[src/rtl/dma_regs_pkg.sv]
// dma_regs_pkg
//   Shared definitions for the multi-channel DMA AXI4-Lite register slave:
//   per-channel word offsets, CTRL/STATUS bit positions, channel stride,
//   AXI response codes, write/read FSM state encodings and a byte-strobe
//   merge helper.
//   Optional feature macro used by the files importing this package: DMA_IRQ_EN.
package dma_regs_pkg;

  // Channel c lives at byte address c*0x20, so the channel index starts at bit 5.
  localparam int CH_STRIDE_LSB = 5;

  // Word index (address bits [4:2]) of each register inside a channel.
  localparam logic [2:0] OFF_CTRL   = 3'd0;
  localparam logic [2:0] OFF_STATUS = 3'd1;
  localparam logic [2:0] OFF_SRC    = 3'd2;
  localparam logic [2:0] OFF_DST    = 3'd3;
  localparam logic [2:0] OFF_LEN    = 3'd4;

  localparam int CTRL_START_BIT  = 0;
  localparam int CTRL_IRQ_EN_BIT = 1;
  localparam int STAT_DONE_BIT   = 0;
  localparam int STAT_BUSY_BIT   = 1;
  localparam int STAT_ERR_BIT    = 2;

  localparam logic [1:0] RESP_OKAY   = 2'b00;
  localparam logic [1:0] RESP_SLVERR = 2'b10;

  typedef enum logic [1:0] {W_IDLE, W_ADDR, W_DATA, W_RESP} wr_state_e;
  typedef enum logic {R_IDLE, R_DATA} rd_state_e;

  function automatic logic [31:0] apply_wstrb(input logic [31:0] old_val,
                                              input logic [31:0] new_val,
                                              input logic [3:0]  strb);
    logic [31:0] res;
    res = old_val;
    for (int b = 0; b < 4; b++) begin
      if (strb[b]) res[b*8 +: 8] = new_val[b*8 +: 8];
    end
    return res;
  endfunction

endpackage

[src/rtl/dma_ch_regs.sv]
// dma_ch_regs
//   One DMA channel's register file: SRC/DST/LEN descriptors, CTRL (START
//   pulse, IRQ_EN when DMA_IRQ_EN is defined), sticky DONE/ERR status with
//   write-1-to-clear, busy lockout and the channel's interrupt term.
// Ports:
//   clk, rst            clock, synchronous active-high reset
//   wr_en               commit strobe for a write decoded to this channel
//   wr_off/data/strb    register word offset, write data, byte strobes
//   i_busy/done/err     engine status (level / pulse / pulse)
//   wr_reject           write would be dropped by busy lockout (SLVERR)
//   src_addr/dst_addr/trf_len  descriptor outputs
//   irq_en, done, err   readback of CTRL/STATUS state
//   start               one-cycle start pulse
//   irq_term            this channel's contribution to the interrupt
module dma_ch_regs
  import dma_regs_pkg::*;
(
  input  logic        clk,
  input  logic        rst,
  input  logic        wr_en,
  input  logic [2:0]  wr_off,
  input  logic [31:0] wr_data,
  input  logic [3:0]  wr_strb,
  input  logic        i_busy,
  input  logic        i_done,
  input  logic        i_err,
  output logic        wr_reject,
  output logic [31:0] src_addr,
  output logic [31:0] dst_addr,
  output logic [31:0] trf_len,
  output logic        irq_en,
  output logic        done,
  output logic        err,
  output logic        start,
  output logic        irq_term
);

  logic [31:0] src_q, src_d, dst_q, dst_d, len_q, len_d;
  logic        done_q, done_d, err_q, err_d, start_q, start_d;
  logic        wr_ok, start_req, len_zero, done_clr, err_clr;

  always_comb begin
    // Descriptor writes and START are refused while the engine owns the channel.
    wr_reject = i_busy & ((wr_off == OFF_SRC) | (wr_off == OFF_DST) | (wr_off == OFF_LEN) |
                          ((wr_off == OFF_CTRL) & wr_data[CTRL_START_BIT]));
    wr_ok     = wr_en & ~wr_reject;
    start_req = wr_ok & (wr_off == OFF_CTRL) & wr_data[CTRL_START_BIT];
    len_zero  = (len_q == 32'd0);

    src_d = src_q;
    dst_d = dst_q;
    len_d = len_q;
    if (wr_ok && wr_off == OFF_SRC) src_d = apply_wstrb(src_q, wr_data, wr_strb);
    if (wr_ok && wr_off == OFF_DST) dst_d = apply_wstrb(dst_q, wr_data, wr_strb);
    if (wr_ok && wr_off == OFF_LEN) len_d = apply_wstrb(len_q, wr_data, wr_strb);

    start_d  = start_req & ~len_zero;
    // A new start clears stale status; W1C clears selected bits.
    done_clr = start_d | (wr_ok & (wr_off == OFF_STATUS) & wr_data[STAT_DONE_BIT]);
    err_clr  = start_d | (wr_ok & (wr_off == OFF_STATUS) & wr_data[STAT_ERR_BIT]);
    // Hardware set is OR-ed in last so it beats a simultaneous clear.
    done_d   = (done_q & ~done_clr) | i_done;
    err_d    = (err_q & ~err_clr) | i_err | (start_req & len_zero);
  end

  always_ff @(posedge clk) begin
    if (rst) begin
      src_q   <= '0;
      dst_q   <= '0;
      len_q   <= '0;
      done_q  <= 1'b0;
      err_q   <= 1'b0;
      start_q <= 1'b0;
    end else begin
      src_q   <= src_d;
      dst_q   <= dst_d;
      len_q   <= len_d;
      done_q  <= done_d;
      err_q   <= err_d;
      start_q <= start_d;
    end
  end

  assign src_addr = src_q;
  assign dst_addr = dst_q;
  assign trf_len  = len_q;
  assign done     = done_q;
  assign err      = err_q;
  assign start    = start_q;

`ifdef DMA_IRQ_EN
  logic irq_en_q, irq_en_d;

  always_comb begin
    irq_en_d = irq_en_q;
    if (wr_ok && wr_off == OFF_CTRL) irq_en_d = wr_data[CTRL_IRQ_EN_BIT];
  end

  always_ff @(posedge clk) begin
    if (rst) irq_en_q <= 1'b0;
    else     irq_en_q <= irq_en_d;
  end

  assign irq_en   = irq_en_q;
  assign irq_term = irq_en_q & (done_q | err_q);
`else
  assign irq_en   = 1'b0;
  assign irq_term = 1'b0;
`endif

endmodule

[src/rtl/dma_multi_ch_axil_regs.sv]
// dma_multi_ch_axil_regs
//   AXI4-Lite register slave for an NUM_CH-channel DMA engine. Holds the
//   AXI write/read FSMs, address decode and read mux; per-channel state
//   lives in dma_ch_regs instances. Channel c is at byte base c*0x20.
//   Optional macro DMA_IRQ_EN enables the registered level interrupt o_irq
//   and CTRL.IRQ_EN; without it o_irq is tied low.
// Ports:
//   S_AXI_ACLK, S_AXI_ARESET   clock, synchronous active-high reset
//   S_AXI_AW*/W*/B*/AR*/R*     AXI4-Lite slave (PROT ignored)
//   o_src_addr/o_dst_addr/o_trf_len  per-channel descriptors, [c*32 +: 32]
//   o_dma_start                one-cycle start pulse per channel
//   i_dma_busy/done/err        per-channel engine status
//   o_irq                      level interrupt
module dma_multi_ch_axil_regs
  import dma_regs_pkg::*;
#(
  parameter int NUM_CH             = 4,
  parameter int C_S_AXI_DATA_WIDTH = 32,
  parameter int C_S_AXI_ADDR_WIDTH = 8
) (
  input  logic                            S_AXI_ACLK,
  input  logic                            S_AXI_ARESET,
  input  logic [C_S_AXI_ADDR_WIDTH-1:0]   S_AXI_AWADDR,
  input  logic [2:0]                      S_AXI_AWPROT,
  input  logic                            S_AXI_AWVALID,
  output logic                            S_AXI_AWREADY,
  input  logic [C_S_AXI_DATA_WIDTH-1:0]   S_AXI_WDATA,
  input  logic [C_S_AXI_DATA_WIDTH/8-1:0] S_AXI_WSTRB,
  input  logic                            S_AXI_WVALID,
  output logic                            S_AXI_WREADY,
  output logic [1:0]                      S_AXI_BRESP,
  output logic                            S_AXI_BVALID,
  input  logic                            S_AXI_BREADY,
  input  logic [C_S_AXI_ADDR_WIDTH-1:0]   S_AXI_ARADDR,
  input  logic [2:0]                      S_AXI_ARPROT,
  input  logic                            S_AXI_ARVALID,
  output logic                            S_AXI_ARREADY,
  output logic [C_S_AXI_DATA_WIDTH-1:0]   S_AXI_RDATA,
  output logic [1:0]                      S_AXI_RRESP,
  output logic                            S_AXI_RVALID,
  input  logic                            S_AXI_RREADY,
  output logic [NUM_CH*32-1:0]            o_src_addr,
  output logic [NUM_CH*32-1:0]            o_dst_addr,
  output logic [NUM_CH*32-1:0]            o_trf_len,
  output logic [NUM_CH-1:0]               o_dma_start,
  input  logic [NUM_CH-1:0]               i_dma_busy,
  input  logic [NUM_CH-1:0]               i_dma_done,
  input  logic [NUM_CH-1:0]               i_dma_err,
  output logic                            o_irq
);

  localparam int AW   = C_S_AXI_ADDR_WIDTH;
  localparam int DW   = C_S_AXI_DATA_WIDTH;
  localparam int CH_W = AW - CH_STRIDE_LSB;

  wr_state_e           wr_state_q, wr_state_d;
  rd_state_e           rd_state_q, rd_state_d;
  logic                awready_q, awready_d, wready_q, wready_d, bvalid_q, bvalid_d;
  logic                arready_q, arready_d, rvalid_q, rvalid_d;
  logic [1:0]          bresp_q, bresp_d, rresp_q, rresp_d;
  logic [AW-1:0]       awaddr_q, awaddr_d;
  logic [DW-1:0]       wdata_q, wdata_d, rdata_q, rdata_d;
  logic [DW/8-1:0]     wstrb_q, wstrb_d;

  logic                aw_hs, w_hs, ar_hs, commit, wr_slverr;
  logic [AW-1:0]       cm_addr;
  logic [DW-1:0]       cm_data;
  logic [DW/8-1:0]     cm_strb;
  logic [CH_W-1:0]     wr_ch, ar_ch;
  logic [2:0]          wr_off, ar_off;
  logic [NUM_CH-1:0]   wr_sel, wr_en, ch_reject, ch_irq_en, ch_done, ch_err, ch_irq_term;
  logic [31:0]         ch_src [NUM_CH];
  logic [31:0]         ch_dst [NUM_CH];
  logic [31:0]         ch_len [NUM_CH];
  logic [31:0]         rd_word;
  logic [1:0]          rd_resp;

  assign aw_hs = S_AXI_AWVALID & awready_q;
  assign w_hs  = S_AXI_WVALID & wready_q;
  assign ar_hs = S_AXI_ARVALID & arready_q;

  // The commit uses whichever half was captured earlier plus the half on the bus now.
  assign cm_addr = (wr_state_q == W_DATA) ? awaddr_q : S_AXI_AWADDR;
  assign cm_data = (wr_state_q == W_ADDR) ? wdata_q  : S_AXI_WDATA;
  assign cm_strb = (wr_state_q == W_ADDR) ? wstrb_q  : S_AXI_WSTRB;
  assign commit  = ((wr_state_q == W_IDLE) & aw_hs & w_hs) |
                   ((wr_state_q == W_DATA) & w_hs) |
                   ((wr_state_q == W_ADDR) & aw_hs);

  assign wr_ch     = cm_addr[AW-1:CH_STRIDE_LSB];
  assign wr_off    = cm_addr[4:2];
  assign ar_ch     = S_AXI_ARADDR[AW-1:CH_STRIDE_LSB];
  assign ar_off    = S_AXI_ARADDR[4:2];
  assign wr_en     = wr_sel & {NUM_CH{commit}};
  // Out-of-range channels select nothing, so they cannot touch any register.
  assign wr_slverr = (int'(wr_ch) >= NUM_CH) | (|(ch_reject & wr_sel));

  for (genvar c = 0; c < NUM_CH; c++) begin : g_ch
    assign wr_sel[c] = (wr_ch == CH_W'(c));

    dma_ch_regs u_ch (
      .clk       (S_AXI_ACLK),
      .rst       (S_AXI_ARESET),
      .wr_en     (wr_en[c]),
      .wr_off    (wr_off),
      .wr_data   (cm_data),
      .wr_strb   (cm_strb),
      .i_busy    (i_dma_busy[c]),
      .i_done    (i_dma_done[c]),
      .i_err     (i_dma_err[c]),
      .wr_reject (ch_reject[c]),
      .src_addr  (ch_src[c]),
      .dst_addr  (ch_dst[c]),
      .trf_len   (ch_len[c]),
      .irq_en    (ch_irq_en[c]),
      .done      (ch_done[c]),
      .err       (ch_err[c]),
      .start     (o_dma_start[c]),
      .irq_term  (ch_irq_term[c])
    );

    assign o_src_addr[c*32 +: 32] = ch_src[c];
    assign o_dst_addr[c*32 +: 32] = ch_dst[c];
    assign o_trf_len[c*32 +: 32]  = ch_len[c];
  end

  // Write FSM
  always_comb begin
    wr_state_d = wr_state_q;
    awready_d  = awready_q;
    wready_d   = wready_q;
    bvalid_d   = bvalid_q;
    bresp_d    = bresp_q;
    awaddr_d   = awaddr_q;
    wdata_d    = wdata_q;
    wstrb_d    = wstrb_q;
    case (wr_state_q)
      W_IDLE: begin
        // Readies come up here on the first cycle out of reset.
        awready_d = 1'b1;
        wready_d  = 1'b1;
        if (aw_hs && !w_hs) begin
          awaddr_d   = S_AXI_AWADDR;
          awready_d  = 1'b0;
          wr_state_d = W_DATA;
        end else if (w_hs && !aw_hs) begin
          wdata_d    = S_AXI_WDATA;
          wstrb_d    = S_AXI_WSTRB;
          wready_d   = 1'b0;
          wr_state_d = W_ADDR;
        end
      end
      W_RESP: begin
        if (S_AXI_BREADY) begin
          bvalid_d   = 1'b0;
          awready_d  = 1'b1;
          wready_d   = 1'b1;
          wr_state_d = W_IDLE;
        end
      end
      default: ;
    endcase
    if (commit) begin
      bvalid_d   = 1'b1;
      bresp_d    = wr_slverr ? RESP_SLVERR : RESP_OKAY;
      awready_d  = 1'b0;
      wready_d   = 1'b0;
      wr_state_d = W_RESP;
    end
  end

  // Read mux: unmapped channels give SLVERR/0, reserved offsets give OKAY/0.
  always_comb begin
    rd_word = '0;
    rd_resp = RESP_SLVERR;
    for (int c = 0; c < NUM_CH; c++) begin
      if (ar_ch == CH_W'(c)) begin
        rd_resp = RESP_OKAY;
        case (ar_off)
          OFF_CTRL:   rd_word[CTRL_IRQ_EN_BIT] = ch_irq_en[c];
          OFF_STATUS: begin
            rd_word[STAT_DONE_BIT] = ch_done[c];
            rd_word[STAT_BUSY_BIT] = i_dma_busy[c];
            rd_word[STAT_ERR_BIT]  = ch_err[c];
          end
          OFF_SRC:    rd_word = ch_src[c];
          OFF_DST:    rd_word = ch_dst[c];
          OFF_LEN:    rd_word = ch_len[c];
          default:    ;
        endcase
      end
    end
  end

  // Read FSM
  always_comb begin
    rd_state_d = rd_state_q;
    arready_d  = arready_q;
    rvalid_d   = rvalid_q;
    rdata_d    = rdata_q;
    rresp_d    = rresp_q;
    case (rd_state_q)
      R_IDLE: begin
        arready_d = 1'b1;
        if (ar_hs) begin
          rdata_d    = rd_word;
          rresp_d    = rd_resp;
          rvalid_d   = 1'b1;
          arready_d  = 1'b0;
          rd_state_d = R_DATA;
        end
      end
      R_DATA: begin
        if (S_AXI_RREADY) begin
          rvalid_d   = 1'b0;
          arready_d  = 1'b1;
          rd_state_d = R_IDLE;
        end
      end
      default: rd_state_d = R_IDLE;
    endcase
  end

  always_ff @(posedge S_AXI_ACLK) begin
    if (S_AXI_ARESET) begin
      wr_state_q <= W_IDLE;
      rd_state_q <= R_IDLE;
      awready_q  <= 1'b0;
      wready_q   <= 1'b0;
      bvalid_q   <= 1'b0;
      bresp_q    <= RESP_OKAY;
      awaddr_q   <= '0;
      wdata_q    <= '0;
      wstrb_q    <= '0;
      arready_q  <= 1'b0;
      rvalid_q   <= 1'b0;
      rresp_q    <= RESP_OKAY;
      rdata_q    <= '0;
    end else begin
      wr_state_q <= wr_state_d;
      rd_state_q <= rd_state_d;
      awready_q  <= awready_d;
      wready_q   <= wready_d;
      bvalid_q   <= bvalid_d;
      bresp_q    <= bresp_d;
      awaddr_q   <= awaddr_d;
      wdata_q    <= wdata_d;
      wstrb_q    <= wstrb_d;
      arready_q  <= arready_d;
      rvalid_q   <= rvalid_d;
      rresp_q    <= rresp_d;
      rdata_q    <= rdata_d;
    end
  end

  assign S_AXI_AWREADY = awready_q;
  assign S_AXI_WREADY  = wready_q;
  assign S_AXI_BVALID  = bvalid_q;
  assign S_AXI_BRESP   = bresp_q;
  assign S_AXI_ARREADY = arready_q;
  assign S_AXI_RVALID  = rvalid_q;
  assign S_AXI_RRESP   = rresp_q;
  assign S_AXI_RDATA   = rdata_q;

`ifdef DMA_IRQ_EN
  logic irq_q, irq_d;

  assign irq_d = |ch_irq_term;

  always_ff @(posedge S_AXI_ACLK) begin
    if (S_AXI_ARESET) irq_q <= 1'b0;
    else              irq_q <= irq_d;
  end

  assign o_irq = irq_q;
`else
  logic unused_irq;
  assign unused_irq = ^ch_irq_term;
  assign o_irq      = 1'b0;
`endif

  logic unused_bits;
  assign unused_bits = ^{S_AXI_AWPROT, S_AXI_ARPROT, cm_addr[1:0], S_AXI_ARADDR[1:0]};

endmodule

[config.mk]
export PLATFORM = sky130hd
export DESIGN_NAME = dma_multi_ch_axil_regs
export DESIGN_NICKNAME = d
export VERILOG_FILES = /design/src/rtl/dma_regs_pkg.sv /design/src/rtl/dma_ch_regs.sv /design/src/rtl/dma_multi_ch_axil_regs.sv
export SDC_FILE = /design/constraint.sdc
export NUM_CORES = 1
export LEC_CHECK = 0
export BUFFER_PORTS_ARGS = -buffer_cell sky130_fd_sc_hd__buf_2
export CORE_ASPECT_RATIO = 1.25
export CORE_MARGIN = 8
export CORE_UTILIZATION = 54
export CTS_CLUSTER_SIZE = 30
export DETAILED_ROUTE_END_ITERATION = 12
export PLACE_DENSITY = 0.86
export RECOVER_POWER = 25
export SYNTH_ARGS = -nofsm -noshare
export SYNTH_HDL_FRONTEND = slang
export SYNTH_SLANG_ARGS = --single-unit
[constraint.sdc]
create_clock -name S_AXI_ACLK -period 2.6 [get_ports S_AXI_ACLK]
set_input_delay 0.52 -clock S_AXI_ACLK [delete_from_list [all_inputs] [get_ports S_AXI_ACLK]]
set_output_delay 0.52 -clock S_AXI_ACLK [all_outputs]
set_load 0.01 [all_outputs]
# Word level (Yosys, flattened, before mapping)
# Cells that the tools add are included.
# W data, S select, Z words.
[word_totals] regBits=484 n_memories=0 inputBits=77 mem_bits_ro=0 latchBits=0 word_cells=331 ramBits=0
[classes] order_cmp=1 bitwise=98 add_sub_neg=0 muxes=51 shifts=0 reduce_logical=86 multipliers=0 n_eq_ne=22 div_mod_pow=0
[ops] operator="$pmux W29 S3" count=4
[ops] operator="$mux W32" count=5
[ops] operator="$logic_not A32 Y1" count=4
[ops] operator="$reduce_and A2 Y1" count=53
[ops] operator="$and A1 B1 Y1" count=52
[ops] operator="$pmux W1 S4" count=9
[ops] operator="$or A1 B1 Y1" count=26
[ops] operator="$eq A3 B2 Y1 const B" count=8
[ops] operator="$mux W2" count=9
[ops] operator="$not A1 Y1" count=18
[ops] operator="$pmux W1 S5" count=3
[ops] operator="$logic_and A1 B1 Y1" count=14
[ops] operator="$mux W1" count=13
[ops] operator="$eq A3 B1 Y1 const B" count=4
[ops] operator="$logic_not A3 Y1" count=4
[ops] operator="$pmux W1 S2" count=5
[ops] operator="$and A4 B4 Y4" count=2
[ops] operator="$mux W8" count=1
[ops] operator="$eq A3 B3 Y1 const B" count=2
[ops] operator="$ne A2 B2 Y1 const B" count=3
[ops] operator="$reduce_and A3 Y1" count=2
[ops] operator="$reduce_bool A2 Y1" count=3
[ops] operator="$eq A2 B2 Y1 const B" count=2
[ops] operator="$mux W4" count=1
[ops] operator="10 further kinds" count=11

# Logic depth before layout (Yosys ltp)
[logic_depth] ltp_word=17 ltp_mapped=10

# By module
# A second synthesis with hierarchy kept.
[unflattened] cells_unflattened=2464 area_unflattened_um2=21968.6
[modules_own_cells] module="dma_ch_regs" cells_per_inst=394 instances=4 area_per_inst_um2=3732.3
[modules_own_cells] module="dma_multi_ch_axil_regs" cells_per_inst=888 instances=1 area_per_inst_um2=7039.3

# Worst setup path before layout
# OpenSTA, ideal clock, no wires.
[synth_path] kind="input -> register" start="input S_AXI_WDATA[0]" end="register g_ch[0].u_ch.err_q" required_time_ps=2468 path_slack_ps=222 t_arrival_ps=2246 path_stages=6 cell_sequence="nor4b_1 -> o41ai_4 -> a211oi_4 -> buf_6 -> nor3b_1 -> o31ai_1"
[synth_between] elab_chain_cells=14
[synth_rtl] element="from (decl)" line_no="dma_multi_ch_axil_regs.sv:27" source="input logic [C_S_AXI_DATA_WIDTH-1:0] S_AXI_WDATA,"
[synth_rtl] element="$mux W32 *" line_no="dma_multi_ch_axil_regs.sv:84" source="assign cm_data = (wr_state_q == W_ADDR) ? wdata_q : S_AXI_WDATA;"
[synth_rtl] element="$and A1 B1 Y1" line_no="dma_ch_regs.sv:45" source="((wr_off == OFF_CTRL) & wr_data[CTRL_START_BIT]));"
[synth_rtl] element="$or A1 B1 Y1" line_no="dma_ch_regs.sv:44" source="wr_reject = i_busy & ((wr_off == OFF_SRC) | (wr_off == OFF_DST) | (wr_off == OFF_LEN) |"
[synth_rtl] element="$and A1 B1 Y1" line_no="dma_ch_regs.sv:44"
[synth_rtl] element="$not A1 Y1" line_no="dma_ch_regs.sv:46" source="wr_ok = wr_en & ~wr_reject;"
[synth_rtl] element="$and A1 B1 Y1" line_no="dma_ch_regs.sv:46"
[synth_rtl] element="$and A1 B1 Y1 (2 in a row)" line_no="dma_ch_regs.sv:47" source="start_req = wr_ok & (wr_off == OFF_CTRL) & wr_data[CTRL_START_BIT];"
[synth_rtl] element="$and A1 B1 Y1" line_no="dma_ch_regs.sv:57" source="start_d = start_req & ~len_zero;"
[synth_rtl] element="$or A1 B1 Y1" line_no="dma_ch_regs.sv:60" source="err_clr = start_d | (wr_ok & (wr_off == OFF_STATUS) & wr_data[STAT_ERR_BIT]);"
[synth_rtl] element="$not A1 Y1" line_no="dma_ch_regs.sv:63" source="err_d = (err_q & ~err_clr) | i_err | (start_req & len_zero);"
[synth_rtl] element="$and A1 B1 Y1" line_no="dma_ch_regs.sv:63"
[synth_rtl] element="$or A1 B1 Y1" line_no="dma_ch_regs.sv:63"
[synth_rtl] element="$or A1 B1 Y1 *" line_no="dma_ch_regs.sv:63"
[synth_rtl] element="to (signal assigned)" line_no="dma_ch_regs.sv:79" source="err_q <= err_d;"
[synth_rtl] element="to (decl)" line_no="dma_ch_regs.sv:39" source="logic done_q, done_d, err_q, err_d, start_q, start_d;"
# Every way passes the cells marked *; elsewhere a longest branch is shown, timed or not.
# A chain may end at the register's enable or synchronous reset.

# Worst setup path in the final report
[layout_path] start="register awaddr_q[2]" end="register g_ch[2].u_ch.dst_q[19]"
[layout_between] elab_chain_cells=10
[layout_rtl] element="from (decl)" line_no="dma_multi_ch_axil_regs.sv:61" source="logic [AW-1:0] awaddr_q, awaddr_d;"
[layout_rtl] element="from (signal assigned)" line_no="dma_multi_ch_axil_regs.sv:246" source="awaddr_q <= awaddr_d;"
[layout_rtl] element="$mux W8 *" line_no="dma_multi_ch_axil_regs.sv:83" source="assign cm_addr = (wr_state_q == W_DATA) ? awaddr_q : S_AXI_AWADDR;"
[layout_rtl] element="$eq A3 B2 Y1, on equally long branches" line_no="dma_ch_regs.sv:44, dma_ch_regs.sv:54"
[layout_rtl] element="$or A1 B1 Y1 (3 in a row)" line_no="dma_ch_regs.sv:44"
[layout_rtl] element="$and A1 B1 Y1" line_no="dma_ch_regs.sv:44"
[layout_rtl] element="$not A1 Y1" line_no="dma_ch_regs.sv:46"
[layout_rtl] element="$and A1 B1 Y1" line_no="dma_ch_regs.sv:46"
[layout_rtl] element="$logic_and A1 B1 Y1 *" line_no="dma_ch_regs.sv:54" source="if (wr_ok && wr_off == OFF_DST) dst_d = apply_wstrb(dst_q, wr_data, wr_strb);"
[layout_rtl] element="$reduce_and A2 Y1 (no line) *"
[layout_rtl] element="to (signal assigned)" line_no="dma_ch_regs.sv:76" source="dst_q <= dst_d;"
[layout_rtl] element="to (decl)" line_no="dma_ch_regs.sv:38" source="logic [31:0] src_q, src_d, dst_q, dst_d, len_q, len_d;"
# Marked as above.

==> run_results.csv <==
group,metric,value,unit
worst_setup_path,cp_cell_sequence,"or4b_1 > o31a_2 > o41ai_4 > buf_4 > a21oi_1 > buf_6 > nand2_2 > mux2i_1",
grt,antenna_found_initial,3,
yosys,ys_ff_latch,480,
cts,hold_buffers,0,
floorplanning,core-area,39800,µm²
yosys,syn_area,21600,µm²
floorplanning,design.die.area,46700,µm²
flow_run,maxCapViolations,0,
timing,fin_setup_tns,0,ns
yosys,synth-edff-count,0,
timing,fmax,387,MHz
floorplanning,start_util,54.3,%
grt,grtUsageMet2,58.5,%
cells_and_area,stdcell_area,26500,µm²
power_and_ir_drop,seqPwrFrac,44.1,%
yosys,synth_common_cells,"600 x nand2_1, 480 x dfxtp_1, 388 x mux2i_1",
cts,clk_pin_slew,0.06,ns
route,dr.first_iter.drc_count,2825,
cells_and_area,fillers,3229,
grt,grt-ovfl-total,0,
timing,slew_viol_final,0,
placement,placed_cells,3376,
power_and_ir_drop,switching_share,28.3,%
power_and_ir_drop,power_frac_clock,41.5,%
yosys,muxShareOfSynthArea,18.2,%
power_and_ir_drop,p_int,0.0124,W
power_and_ir_drop,pwr-share-comb,14.4,%
power_and_ir_drop,powerDensity,654,nW/µm²
yosys,avgSynthCellArea,8.74,µm²
timing,relSlewSlack,14.0,%
cts,cts_tree,"done",
worst_setup_path,cp-start-kind,"register",
route,final_antenna_net_count,0,
power_and_ir_drop,p_leak,12.9,nW
floorplanning,rows,82,
cts,clockBufferDepth,3,
grt,met1_usage,45.3,%
placement,gp_congestion,0.956,
cts,cts_root_buf,"clkbuf_16",
yosys,synthSimpleGateAreaFrac,17.8,%
placement,dp_hpwl,67700,µm
grt,grt_use_met3,8.64,%
placement,place.port_buffers,493,
grt,top_usage_layer,"met2",
floorplanning,dieWidth,195,µm
timing,timing_hold_violations_final,0,
floorplanning,dieHeight,240,µm
yosys,ys.flop_type,"dfxtp_1",
yosys,synthXorXnorAreaFrac,0,%
timing,finalSetupViolCount,0,
worst_setup_path,crit_path_top_delay_cell,"or4b_1",
yosys,synth_top_family_by_area,"multiplexers",
cells_and_area,nets,3001,
power_and_ir_drop,ir_drop,550,µV
worst_setup_path,critPathTopFamily,"simple AND/OR/NAND/NOR gates",
route,vias,21924,
route,dr.pass1.iters,6,
yosys,yosys.area.top_type,"dfxtp_1",
grt,first_global_vias,21063,
cts,cts_htree_levels,2,
timing,fin_crit,2.58,ns
timing,rsz0062_at_grt,"true",
worst_setup_path,crit_arrival,3.06,ns
route,wirelength,92200,µm
worst_setup_path,endpoint_kind,"register",
grt,grt_pass1_wl,133000,µm
yosys,synthArstFlopShare,0,%
grt,grt_usage,37.1,%
cts,clock-sinks,480,
yosys,synth_compound_area_share,15.4,%
worst_setup_path,crit_required,3.08,ns
yosys,syn-instance-count,2473,
power_and_ir_drop,p_sw,0.00490,W
worst_setup_path,cp_num_buf_inv,2,
yosys,synth.distinct_cells,75,
grt,grt_max_degree,67,
route,vias_per_cell,6.33,
cells_and_area,drive_above_1_share,18.6,%
yosys,synth_top_area_share,44.5,%
cells_and_area,area_delta_synth_final,22.5,%
yosys,synth_fa_ha_area_share,0.174,%
cts,cts_buffers,47,
yosys,synth.area.top_cells,"dfxtp_1 44%, mux2i_1 18%, nand2_1 10%",
timing,worst_slew_pin_slew,1.29,ns
min_path,min_path_type,"in2reg",
floorplanning,io_pins,507,
route,drc_errors,0,
route,wl_per_cell,26.6,µm
cts,worstSkewPairLatency,0.59,ns
yosys,ys_seq_area_share,44.5,%
outcome,status,"finished clean",
worst_setup_path,crit_fanout,11,
worst_setup_path,critical_path_class,"reg2reg",
timing,final.setup_skew,0.0325,ns
timing,fin_crit_sh,99.4,%
worst_setup_path,cp_slowest_stage_delay,0.56,ns
cells_and_area,final_cells,3462,
yosys,synth_warnings,0,
timing,whs,0.145,ns
placement,dpl_cell_area,25000,µm²
yosys,synth_most_common_cell,"nand2_1",
==> cells by family (layout without fill, tap and decap cells) <==
kind of cell,after synthesis,in the layout
buf+inv,214,695
fa+ha+maj,3,3
other cells,1,5
mux,391,391
compound gates,523,523
simple gates,861,861
flops,480,480
==> placed cells by master (no fill, tap or decap), drive strengths merged, types with 4 or more instances in the layout <==
| cell type | synthesis | routed |
|---|---|---|
| nand2 | 639 | 639 |
| dfxtp | 480 | 480 |
| buf | 30 | 394 |
| mux2i | 388 | 388 |
| clkbuf | 171 | 271 |
| o21ai | 158 | 158 |
| a21oi | 133 | 133 |
| a22oi | 110 | 110 |
| nand3 | 52 | 52 |
| nor2 | 51 | 51 |
| a22o | 41 | 41 |
| nor4 | 33 | 33 |
| nand4 | 23 | 23 |
| inv | 13 | 14 |
| o211ai | 12 | 12 |
| clkinv | 0 | 12 |
| nor3 | 12 | 12 |
| a41oi | 11 | 11 |
| a211oi | 9 | 9 |
| nor2b | 8 | 8 |
| nand2b | 7 | 7 |
| o31ai | 7 | 7 |
| o22ai | 6 | 6 |
| a31oi | 6 | 6 |
| nor3b | 5 | 5 |
| nand3b | 4 | 4 |
| a221oi | 4 | 4 |
| a2111oi | 4 | 4 |
| bufinv | 0 | 4 |
| and2 | 4 | 4 |
| or2 | 4 | 4 |
==> power groups by stage <==
stage	Clock, W	Sequential [W]	Combinational [W]
after floorplan	0	0.00779	0.00142
after global placement	0	0.00778	0.00235
after detailed placement	0	0.00779	0.00239
after CTS	0.00717	0.00762	0.00240
after global routing	0.00751	0.00764	0.00262
final	0.00718	0.00763	0.00249
==> repair_timing <==
item | CTS | global route
buffers inserted | 0 | 0
setup endpoints to repair | 62 | 218
gates resized for setup | 3 | 23
==> sequential cells by signal (all words and copies together), names as in the netlist, 2 cells and up <==
name,cells
wstrb_q,4
awaddr_q,6
g_ch.u_ch.err,4
wr_state_q,2
wdata_q,32
g_ch.u_ch.dst_addr,128
g_ch.u_ch.src_addr,128
g_ch.u_ch.done,4
g_ch.u_ch.start,4
g_ch.u_ch.trf_len,128
S_AXI_RDATA,32
==> final timing paths <==
path	end	slack, ns	start	cells past startpoint
setup reg to reg	g_ch[2].u_ch.dst_addr[19]	0.02	awaddr_q[2]	8
setup / recovery	g_ch[2].u_ch.dst_addr[19]	0.02	awaddr_q[2]	8
hold reg to reg	wdata_q[7]	0.45	wdata_q[7]	2
hold / removal	S_AXI_RVALID	0.14	S_AXI_RREADY	2
==> through the flow <==
step | total power (W) | worst slack [ns] | utilization, %
6_report | 0.0173 | 0.0168 | 66.5
5_1_grt | 0.0178 | -0.0548 | 66.5
4_1_cts | 0.0172 | 0.000349 | 66.9
3_5_place_dp | 0.0102 | -0.189 | 62.8
3_3_place_gp | 0.0101 | -0.108 | 62.8
2_1_floorplan | 0.00921 | 0.222 | -
==> routing by layer <==
| metal | routed length [µm] | vias up |
|---|---|---|
| li1 | - | 9608 |
| met1 | 33800 | 10323 |
| met2 | 41400 | 1622 |
| met3 | 10300 | 369 |
| met4 | 6730 | 2 |
| met5 | 13 | - |
==> layout make-up <==
type                       instances  area [µm²]  share of cell area (%)
antenna                            2        5.00                  0.0189
clock buffer                      67        1400                    5.30
clock inverter                    17         208                   0.785
inverter                          13        56.3                   0.213
multi-input combinational       1781       11300                    42.7
sequential                       480        9610                    36.3
tap                              504         631                    2.38
timing repair buffer             598        3250                    12.3
(Power assumes the default switching activity.)
